**src/rtl/ppu_reg_if.sv**
```systemverilog
// ppu_reg_if: CPU-facing PPU register responder ($2000-$3FFF, mirrored every 8 bytes).
// Holds PPUCTRL/PPUMASK/OAMADDR, the status flags, the loopy t/v/x/w scroll
// state and the $2007 read buffer, and drives NMI and VRAM/OAM/palette strobes.
// Optional feature macro: OPEN_BUS_DECAY_EN (open-bus latch decays to 0 after
// DECAY_CYCLES cycles without a refresh).
module ppu_reg_if #(
    parameter logic [23:0] DECAY_CYCLES = 24'd3_000_000
) (
    input  logic        clk,
    input  logic        rst_n,
    input  logic        rw,
    input  logic [15:0] addr,
    input  logic [7:0]  data_i,
    output logic [7:0]  data_o,
    input  logic        vblank_set,
    input  logic        vblank_clr,
    input  logic        spr0_hit,
    input  logic        spr_ovf,
    output logic        nmi,
    output logic [7:0]  ctrl,
    output logic [7:0]  mask,
    output logic [14:0] t_addr,
    output logic [2:0]  fine_x,
    output logic [13:0] vram_addr,
    output logic        vram_rd,
    output logic        vram_wr,
    output logic [7:0]  vram_wdata,
    input  logic [7:0]  vram_rdata,
    output logic        pal_wr,
    input  logic [5:0]  pal_rdata,
    output logic [7:0]  oam_addr,
    output logic        oam_wr,
    input  logic [7:0]  oam_rdata
);

    // architectural state
    logic [7:0]  ctrl_q, mask_q, oam_q, buf_q, latch_q;
    logic [14:0] t_q, v_q;
    logic [2:0]  x_q;
    logic        w_q, vblank_q, spr0_q, ovf_q, pend_q;

    // next-state values
    logic [7:0]  ctrl_d, mask_d, oam_d, buf_d, latch_d;
    logic [14:0] t_d, v_d;
    logic [2:0]  x_d;
    logic        w_d, vblank_d, spr0_d, ovf_d, pend_d, nmi_d;

    logic        sel, wr_en, rd_en, rd7, is_pal;
    logic [2:0]  r;
    logic [14:0] inc;

    logic unused_addr;
    assign unused_addr = ^addr[12:3];

    assign sel    = (addr[15:13] == 3'b001);
    assign r      = addr[2:0];
    assign wr_en  = sel & ~rw;
    assign rd_en  = sel & rw;
    assign rd7    = rd_en & (r == 3'd7);
    assign is_pal = (v_q[13:8] == 6'h3F);
    assign inc    = ctrl_q[2] ? 15'd32 : 15'd1;

    assign ctrl     = ctrl_q;
    assign mask     = mask_q;
    assign t_addr   = t_q;
    assign fine_x   = x_q;
    assign oam_addr = oam_q;

    // bus read mux and memory-side strobes, all combinational on the current access
    always_comb begin
        data_o     = latch_q;
        vram_addr  = v_q[13:0];
        vram_rd    = 1'b0;
        vram_wr    = 1'b0;
        pal_wr     = 1'b0;
        oam_wr     = 1'b0;
        vram_wdata = data_i;
        if (rd_en) begin
            case (r)
                3'd2:    data_o = {vblank_q, spr0_q, ovf_q, latch_q[4:0]};
                3'd4:    data_o = oam_rdata;
                3'd7: begin
                    vram_rd = 1'b1;
                    if (is_pal) begin
                        // palette bypasses the buffer; buffer refills from the nametable underneath
                        data_o    = {latch_q[7:6], pal_rdata};
                        vram_addr = v_q[13:0] & 14'h2FFF;
                    end else begin
                        data_o = pend_q ? vram_rdata : buf_q;
                    end
                end
                default: data_o = latch_q;
            endcase
        end
        if (wr_en) begin
            if (r == 3'd4) oam_wr = 1'b1;
            if (r == 3'd7) begin
                pal_wr  = is_pal;
                vram_wr = ~is_pal;
            end
        end
    end

    // next-state for registers, scroll latches, flags, buffer and NMI
    always_comb begin
        ctrl_d   = ctrl_q;
        mask_d   = mask_q;
        oam_d    = oam_q;
        t_d      = t_q;
        v_d      = v_q;
        x_d      = x_q;
        w_d      = w_q;
        vblank_d = vblank_q;
        spr0_d   = spr0_q;
        ovf_d    = ovf_q;
        // a pending fetch always lands in the buffer; a new $2007 read re-arms it
        buf_d    = pend_q ? vram_rdata : buf_q;
        pend_d   = rd7;
        latch_d  = latch_q;

        if (wr_en) begin
            latch_d = data_i;
            case (r)
                3'd0: begin
                    ctrl_d     = data_i;
                    t_d[11:10] = data_i[1:0];
                end
                3'd1: mask_d = data_i;
                3'd3: oam_d  = data_i;
                3'd4: oam_d  = oam_q + 8'd1;
                3'd5: begin
                    if (!w_q) begin
                        t_d[4:0] = data_i[7:3];
                        x_d      = data_i[2:0];
                        w_d      = 1'b1;
                    end else begin
                        t_d[14:12] = data_i[2:0];
                        t_d[9:5]   = data_i[7:3];
                        w_d        = 1'b0;
                    end
                end
                3'd6: begin
                    if (!w_q) begin
                        t_d[13:8] = data_i[5:0];
                        t_d[14]   = 1'b0;
                        w_d       = 1'b1;
                    end else begin
                        t_d[7:0] = data_i;
                        v_d      = {t_q[14:8], data_i};
                        w_d      = 1'b0;
                    end
                end
                3'd7: v_d = v_q + inc;
                default: ;
            endcase
        end

        if (rd_en) begin
            latch_d = data_o;
            if (r == 3'd7) v_d = v_q + inc;
        end

        // flag pulses; a $2002 read wins over a coincident vblank_set
        if (vblank_set) vblank_d = 1'b1;
        if (spr0_hit)   spr0_d   = 1'b1;
        if (spr_ovf)    ovf_d    = 1'b1;
        if (vblank_clr) begin
            vblank_d = 1'b0;
            spr0_d   = 1'b0;
            ovf_d    = 1'b0;
        end
        if (rd_en && r == 3'd2) begin
            vblank_d = 1'b0;
            w_d      = 1'b0;
        end

        // NMI follows the values being registered so it reacts one cycle after the cause
        nmi_d = ctrl_d[7] & vblank_d;
    end

`ifdef OPEN_BUS_DECAY_EN
    logic [23:0] decay_cnt;
    logic        decay_hit;
    assign decay_hit = (decay_cnt == DECAY_CYCLES - 24'd1);

    // idle counter for the open-bus latch; any selected access refreshes it
    always_ff @(posedge clk or negedge rst_n) begin
        if (!rst_n)                      decay_cnt <= '0;
        else if (sel)                    decay_cnt <= '0;
        else if (decay_cnt != DECAY_CYCLES) decay_cnt <= decay_cnt + 24'd1;
    end

    // open-bus latch with decay
    always_ff @(posedge clk or negedge rst_n) begin
        if (!rst_n)         latch_q <= '0;
        else if (sel)       latch_q <= latch_d;
        else if (decay_hit) latch_q <= '0;
    end
`else
    logic [23:0] unused_decay;
    assign unused_decay = DECAY_CYCLES;

    // open-bus latch holds until the next selected access
    always_ff @(posedge clk or negedge rst_n) begin
        if (!rst_n) latch_q <= '0;
        else        latch_q <= latch_d;
    end
`endif

    // state register
    always_ff @(posedge clk or negedge rst_n) begin
        if (!rst_n) begin
            ctrl_q   <= '0;
            mask_q   <= '0;
            oam_q    <= '0;
            t_q      <= '0;
            v_q      <= '0;
            x_q      <= '0;
            w_q      <= 1'b0;
            vblank_q <= 1'b0;
            spr0_q   <= 1'b0;
            ovf_q    <= 1'b0;
            buf_q    <= '0;
            pend_q   <= 1'b0;
            nmi      <= 1'b0;
        end else begin
            ctrl_q   <= ctrl_d;
            mask_q   <= mask_d;
            oam_q    <= oam_d;
            t_q      <= t_d;
            v_q      <= v_d;
            x_q      <= x_d;
            w_q      <= w_d;
            vblank_q <= vblank_d;
            spr0_q   <= spr0_d;
            ovf_q    <= ovf_d;
            buf_q    <= buf_d;
            pend_q   <= pend_d;
            nmi      <= nmi_d;
        end
    end

endmodule

```
**config.mk**
```make
export PLATFORM = sky130hd
export DESIGN_NAME = ppu_reg_if
export DESIGN_NICKNAME = d
export VERILOG_FILES = /design/src/rtl/ppu_reg_if.sv
export SDC_FILE = /design/constraint.sdc
export NUM_CORES = 1
export LEC_CHECK = 0
export CORE_MARGIN = 4
export CORE_UTILIZATION = 52
export CTS_BUF_LIST = sky130_fd_sc_hd__clkbuf_16
export CTS_CLUSTER_DIAMETER = 100
export DETAILED_ROUTE_END_ITERATION = 10
export HOLD_SLACK_MARGIN = 0.15
export PLACE_DENSITY = 0.86
export SYNTH_ARGS = -nofsm -noshare
export SYNTH_HDL_FRONTEND = slang
export SYNTH_SLANG_ARGS = --single-unit
```
**constraint.sdc**
```tcl
create_clock -name clk -period 3.7 [get_ports clk]
set_input_delay 0.74 -clock clk [delete_from_list [all_inputs] [get_ports clk]]
set_output_delay 0.74 -clock clk [all_outputs]
set_load 0.01 [all_outputs]
```
==> impl_metrics.yaml, run 1 <==
finish:
  fill_cells: 573
  insertedDiodeCount: 0
  final_nets: 649
  area_growth_pct: 35.6
  multiInputGateArea_um2: 2230
  drive_above_1_share_pct: 14.9
  regArea_um2: 1950
timing:
  relSlewSlack_pct: 32.0
  rsz0062_at_grt: "no"
  hold_viol: 0
  max_freq_ghz: 0.274
  holdWs_ns: 0.487
  tns_ns: 0
  finalMaxSlewViolations: 0
  finClkSkew_ns: 0.00555
  period_share_pct: 98.7
  tightestPinTransition_ns: 1.02
  finalSetupViolCount: 0
  period_minus_slack_ns: 3.65
critical_path:
  worstSetupPathType: "primary input to output port"
  critPathMaxStageDelay_ns: 0.54
  cp-start-kind: "primary input"
  crit_fanout: 5
  crit_buf_inv: 3
  crit_chain: "clkdlybuf4s50_1, or3b_2, nor3_1, buf_4, nand2_1, o21ai_1, a21o_1, clkdlybuf4s50_1"
  cpMostUsedCell: "clkdlybuf4s50_1"
  cp_top_family: "buffers and inverters"
  arrival_ns: 2.91
  slowest_stage: "clkdlybuf4s50_1"
  crit_required_ns: 2.96
  cp-end-kind: "output port"
power:
  pwr-share-clk_pct: 35.1
  ir_drop_mv: 0.298
  seq_power_share_pct: 39.4
  sw_frac_of_total_pct: 29.4
  powerDensity_nw_per_um2: 451
  leakage_nw: 2.65
  internal_power_mw: 1.94
  power.switching_mw: 0.808
  p_comb_share_pct: 25.5
  power.total_mw: 2.75
synth:
  synth_nets: 538
  yosys_warnings: 0
  yosysTopAreaCell: "dfrtp_1"
  ys_ff_latch: 78
  ys_top_cells_by_count: "78 x dfrtp_1, 47 x nand2_1, 44 x o21ai_0, 33 x a21oi_1"
  synth_top_flop_cell: "dfrtp_1"
  synth_area_leaders: "dfrtp_1 43%, mux2_2 6.0%, o21ai_0 4.9%, nand2_1 3.9%, a21oi_1 3.7%"
  ys_async_sr_fraction_pct: 100
  synth-edff-count: 0
  synth_cell_types: 61
  syn_inst: 481
  yosysMostFrequentCell: "dfrtp_1"
  avgSynthCellArea_um2: 9.36
  synth.top_cell.area_share_pct: 43.3
  synth_area_um2: 4500
  ys_seq_area_share_pct: 43.3
clocking:
  clkTransAtPathRegs_ns: 0.06
  numCtsBuffers: 9
  cts_sinks: 78
  htreeDepth: 3
  cts_root_buffer: "clkbuf_16"
  clk_latency_ns: 0.34
  cts_buffer_depth: 2
  cts_tree: "done"
floorplanning:
  fp.coreArea_um2: 8340
  die_y_um: 101
  ios: 130
  dieArea_um2: 10200
  chipWidth_um: 101
  initial_core_util_pct: 54.0
  num_rows: 33
route:
  routedWlPerCell_um: 20.2
  drc_errors: 0
  drt_wl_total_um: 14200
  detail-route-antenna-nets: 0
  drt_iter0_markers: 419
  drt-pass1-iter-count: 5
  num_vias: 4417
  viasPerCell: 6.29
status:
  outcome: "finished, final reports clean"
grt:
  grt_overflow: 0
  grt_use_met1_pct: 34.6
  use_met2_pct: 47.4
  track_usage_pct: 28.4
  grt_pass1_vias: 4554
  grt_pass1_wl_um: 22700
  grt_busiest_layer: "met2"
  grtUsageMet3_pct: 7.06
  grt_antenna_before_repair: 0
  grt_max_degree: 79
job:
  max-cap-violations: 0
placement:
  dp.final_hpwl_um: 9680
  portBuffers: 119
  finalWeightedCongestion: 0.908
worst_hold_path:
  worst_hold_path_type: "register to register"
-- per-layer routing --
| metal | wire length [µm] | vias up |
|---|---|---|
| li1 | - | 1953 |
| met1 | 5470 | 2145 |
| met2 | 7030 | 270 |
| met3 | 1210 | 49 |
| met4 | 501 | 0 |
| met5 | 0 | - |
-- registers in the layout, summed over array words and instances, names as in the netlist, 3 cells and up --
signal / count
t_addr: 15
v_q: 14
buf_q: 8
ctrl: 8
latch_q: 8
mask: 8
oam_addr: 8
fine_x: 3
-- layout make-up --
class                   instances  share of cell area (%)
flip-flops and latches         78                    32.0
repair buffers                152                    23.6
clock buffers                   9                    3.69
clock inverters                 7                    1.58
multi-input cells             343                    36.5
inverters                       8                   0.492
well taps                     105                    2.15
-- worst register-to-register path, cell delays in order (launching register included) --
cell     delay [ns]
dfrtp_1        0.48
and4_1         0.30
nand3_1        0.45
mux2i_1        0.34
o21ai_1        0.13
buf_4          0.15
a221o_1        0.25
-- through the flow --
step | instance area, µm² | cells | util (%) | setup WS [ns]
finish | 6110 | 702 | 73.2 | 0.0495
CTS | 6100 | 702 | 73.1 | 0.0222
global route | 6110 | 702 | 73.2 | 0.00612
global placement | 5770 | 686 | 69.2 | 0.104
detailed placement | 5770 | 686 | 69.2 | 0.0313
floorplan | 4500 | 481 | - | 1.08
-- cells by family after synthesis --
family / after synthesis / synth area share (%)
fa+ha+maj: 4 / 1.11
xor+xnor: 5 / 0.972
buf+inv: 60 / 7.39
mux: 41 / 10.7
simple gates: 152 / 16.7
compound gates: 141 / 19.8
flops: 78 / 43.3
-- timing repair --
item                                    in CTS  in global routing
endpoints found under the hold margin        0                  0
setup buffers                                0                  0
endpoints found under the setup margin       0                  7
resized for setup                            0                  8
hold buffers                                 0                  0
-- path summary, 6_finish.rpt --
path | start | slack [ns] | depth (start not counted) | to
setup reg to reg | v_q[8] | 1.48 | 6 | latch_q[3]
max in group asynchronous | rst_n | 2.46 | 1 | latch_q[5]
setup / recovery | addr[13] | 0.05 | 8 | data_o[1]
min in group asynchronous | rst_n | 0.56 | 1 | t_addr[12]
hold / removal | t_addr[1] | 0.49 | 2 | t_addr[1]
hold reg to reg | t_addr[1] | 0.49 | 2 | t_addr[1]
-- power groups by stage --
stage	sequential, mW	clock, mW	combinational [mW]
5_1_grt	1.10	1.01	0.758
6_report	1.09	0.965	0.702
4_1_cts	1.08	0.972	0.701
3_3_place_gp	1.08	0	0.669
2_1_floorplan	1.09	0	0.318
3_5_place_dp	1.09	0	0.691
-- placed cells by master, fill, tap and decap left out, drive strengths merged, types with 4 or more instances in the layout --
cell type	count
clkdlybuf4s50	116
dfrtp	78
nand2	47
o21ai	45
buf	34
a21oi	33
mux2	32
nand3	25
nor2	25
nor3	13
nor2b	11
inv	11
mux2i	9
clkbuf	9
o22ai	7
and3	7
a21o	6
a31oi	6
o21a	5
o311ai	4
nand2b	4
a211o	4
xor2	4
ha	4
Note: power is estimated with default switching activity, not from simulation.
==> run 2, diff against run 1 <==
PLACE_DENSITY = 0.83   (was 0.86)
==> run 2 against run 1 <==
Compared with the run above: total power fell by 6.4%; global-route usage fell by 2.2 points; die area stayed put; first-iteration DRC count shrank 18%; flip-flop and latch count did not move; register-to-register slack gained 0.24 ns; clock skew increased by 0.0012 ns; clock power decreased by 17%; combinational power is 1% lower; via count is 3.8% lower; critical path type unchanged.
==> impl_metrics.yaml, run 2 (same netlist as run 1, synthesis figures left out) <==
job:
  max-cap-violations: 0
floorplanning:
  initial_core_util_pct: 54.0
  ios: 130
  die_y_um: 101
  dieArea_um2: 10200
  num_rows: 33
  chipWidth_um: 101
  fp.coreArea_um2: 8340
clocking:
  numCtsBuffers: 9
  cts_buffer_depth: 2
  post_cts_buffers: 0
  clkTransAtPathRegs_ns: 0.06
  cts_root_buffer: "clkbuf_16"
  cts_tree: "done"
  hold_buffers: 0
  htreeDepth: 3
  clk_latency_ns: 0.33
  cts_sinks: 78
power:
  ir_drop_mv: 0.255
  powerDensity_nw_per_um2: 426
  leakage_nw: 2.61
critical_path:
  cp_top_family: "buffers and inverters"
  arrival_ns: 2.86
  crit_chain: "clkdlybuf4s50_1, or3b_4, nor3_2, buf_4, nand2_1, o21ai_0, a21o_1, clkdlybuf4s50_1"
  crit_fanout: 5
  slowest_stage: "clkdlybuf4s50_1"
  critPathMaxStageDelay_ns: 0.56
  regToRegEndpoint: "v_q[13]"
  crit_buf_inv: 3
  crit_required_ns: 2.96
  cpMostUsedCell: "clkdlybuf4s50_1"
  cp-start-kind: "primary input"
  r2r_start: "ctrl[2]"
  r2r_slack_ns: 1.72
  worst-r2r-cell-count: 6
  cp-end-kind: "output port"
  worstSetupPathType: "primary input to output port"
finish:
  most-common-layout-cells: "114 x clkdlybuf4s50_1, 78 x dfrtp_1, 47 x nand2_1"
  area_growth_pct: 34.1
  stdcell_area_um2: 6040
  final_nets: 643
  fill_cells: 618
  drive_above_1_share_pct: 14.2
  final_common_cell: "clkdlybuf4s50_1"
  fin_util_pct: 72.4
  largest_reg_flops: 15
  stdcell_count: 696
grt:
  grt_pass1_wl_um: 21000
  grt_max_degree: 79
  grt_pass1_vias: 4222
  grt_overflow: 0
  track_usage_pct: 26.2
  grt_antenna_before_repair: 1
timing:
  relSlewSlack_pct: 33.8
  finalSetupViolCount: 0
  period_share_pct: 97.3
  finalMaxSlewViolations: 0
  tns_ns: 0
  rsz0062_at_grt: "no"
  tightestPinTransition_ns: 0.992
  max_freq_ghz: 0.278
  finClkSkew_ns: 0.00676
  period_minus_slack_ns: 3.60
  hold_viol: 0
worst_hold_path:
  worst_hold_path_type: "register to register"
  min-delay-start: "latch_q[6]"
  hold_depth: 1
  min_to: "latch_q[6]"
placement:
  place_inst: 680
  dp.final_hpwl_um: 9570
  portBuffers: 119
  placed_area_um2: 5730
  finalWeightedCongestion: 0.894
route:
  drt-pass1-iter-count: 5
  num_vias: 4249
  routedWlPerCell_um: 19.2
  drc_errors: 0
  drt_iter0_markers: 343
  drt_wl_total_um: 13400
  detail-route-antenna-nets: 0
  viasPerCell: 6.10
status:
  outcome: "finished, final reports clean"
[run 2: changes by cell type in the layout (fill, tap and decap cells not counted), sizes merged]
cell and delta:
buf -6, bufinv -2, clkdlybuf4s50 -2, dlymetal6s2s +2, clkinv +1, clkinvlp +1
diode +1, inv -1
[run 2: through the flow]
stage               hold WS (ns)  total power, mW  worst slack, ns
global route               0.500             2.69           0.0178
CTS                        0.479             2.58           0.0189
floorplan                  0.444             1.41             1.08
finish                     0.481             2.58            0.100
detailed placement         0.466             1.78          0.00306
global placement           0.467             1.75           0.0706
[run 2: layout make-up]
class | count | area (µm²) | share of cell area [%]
multi-input combinational | 343 | 2260 | 37.4
sequential | 78 | 1950 | 32.3
timing repair buffer | 146 | 1400 | 23.2
clock buffer | 9 | 225 | 3.73
tap | 105 | 131 | 2.17
clock inverter | 6 | 40.0 | 0.663
inverter | 8 | 30.0 | 0.497
antenna | 1 | 2.50 | 0.0414
[run 2: what timing repair did]
item                       in CTS  in global routing
gates resized for setup         2                 12
setup endpoints to repair       2                  8
cloned                          0                  0
[run 2: report_power, final]
group	internal, mW	switching, mW	leakage (nW)
Clock	0.449	0.349	0.125
Sequential	0.971	0.114	0.983
Combinational	0.378	0.316	1.50
Total	1.80	0.779	2.61
[run 2: worst max-delay path by stage]
stage,from,depth (start not counted),slack (ns),endpoint
after detailed placement,addr[2],7,0.003,data_o[0]
final,addr[15],8,0.10,data_o[1]
after CTS,addr[2],7,0.02,data_o[1]
after floorplan,addr[0],6,1.08,data_o[3]
after global routing,addr[15],6,0.02,data_o[1]
after global placement,addr[2],7,0.07,data_o[0]
[run 2: layer usage]
| metal | global-route usage, % | share of wire, % | vias up |
|---|---|---|---|
| met5 | 0 | 0 | - |
| met4 | 10.6 | 2.9 | 0 |
| met3 | 5.47 | 8.0 | 35 |
| met2 | 42.3 | 49 | 208 |
| met1 | 34.3 | 40 | 2059 |
| li1 | - | - | 1947 |
==> run 3, diff against run 2 <==
SKIP_LAST_GASP = 1   (was default)
==> results of run 3 <==
The final DEF is identical to that of run 2; final timing and power are the same.
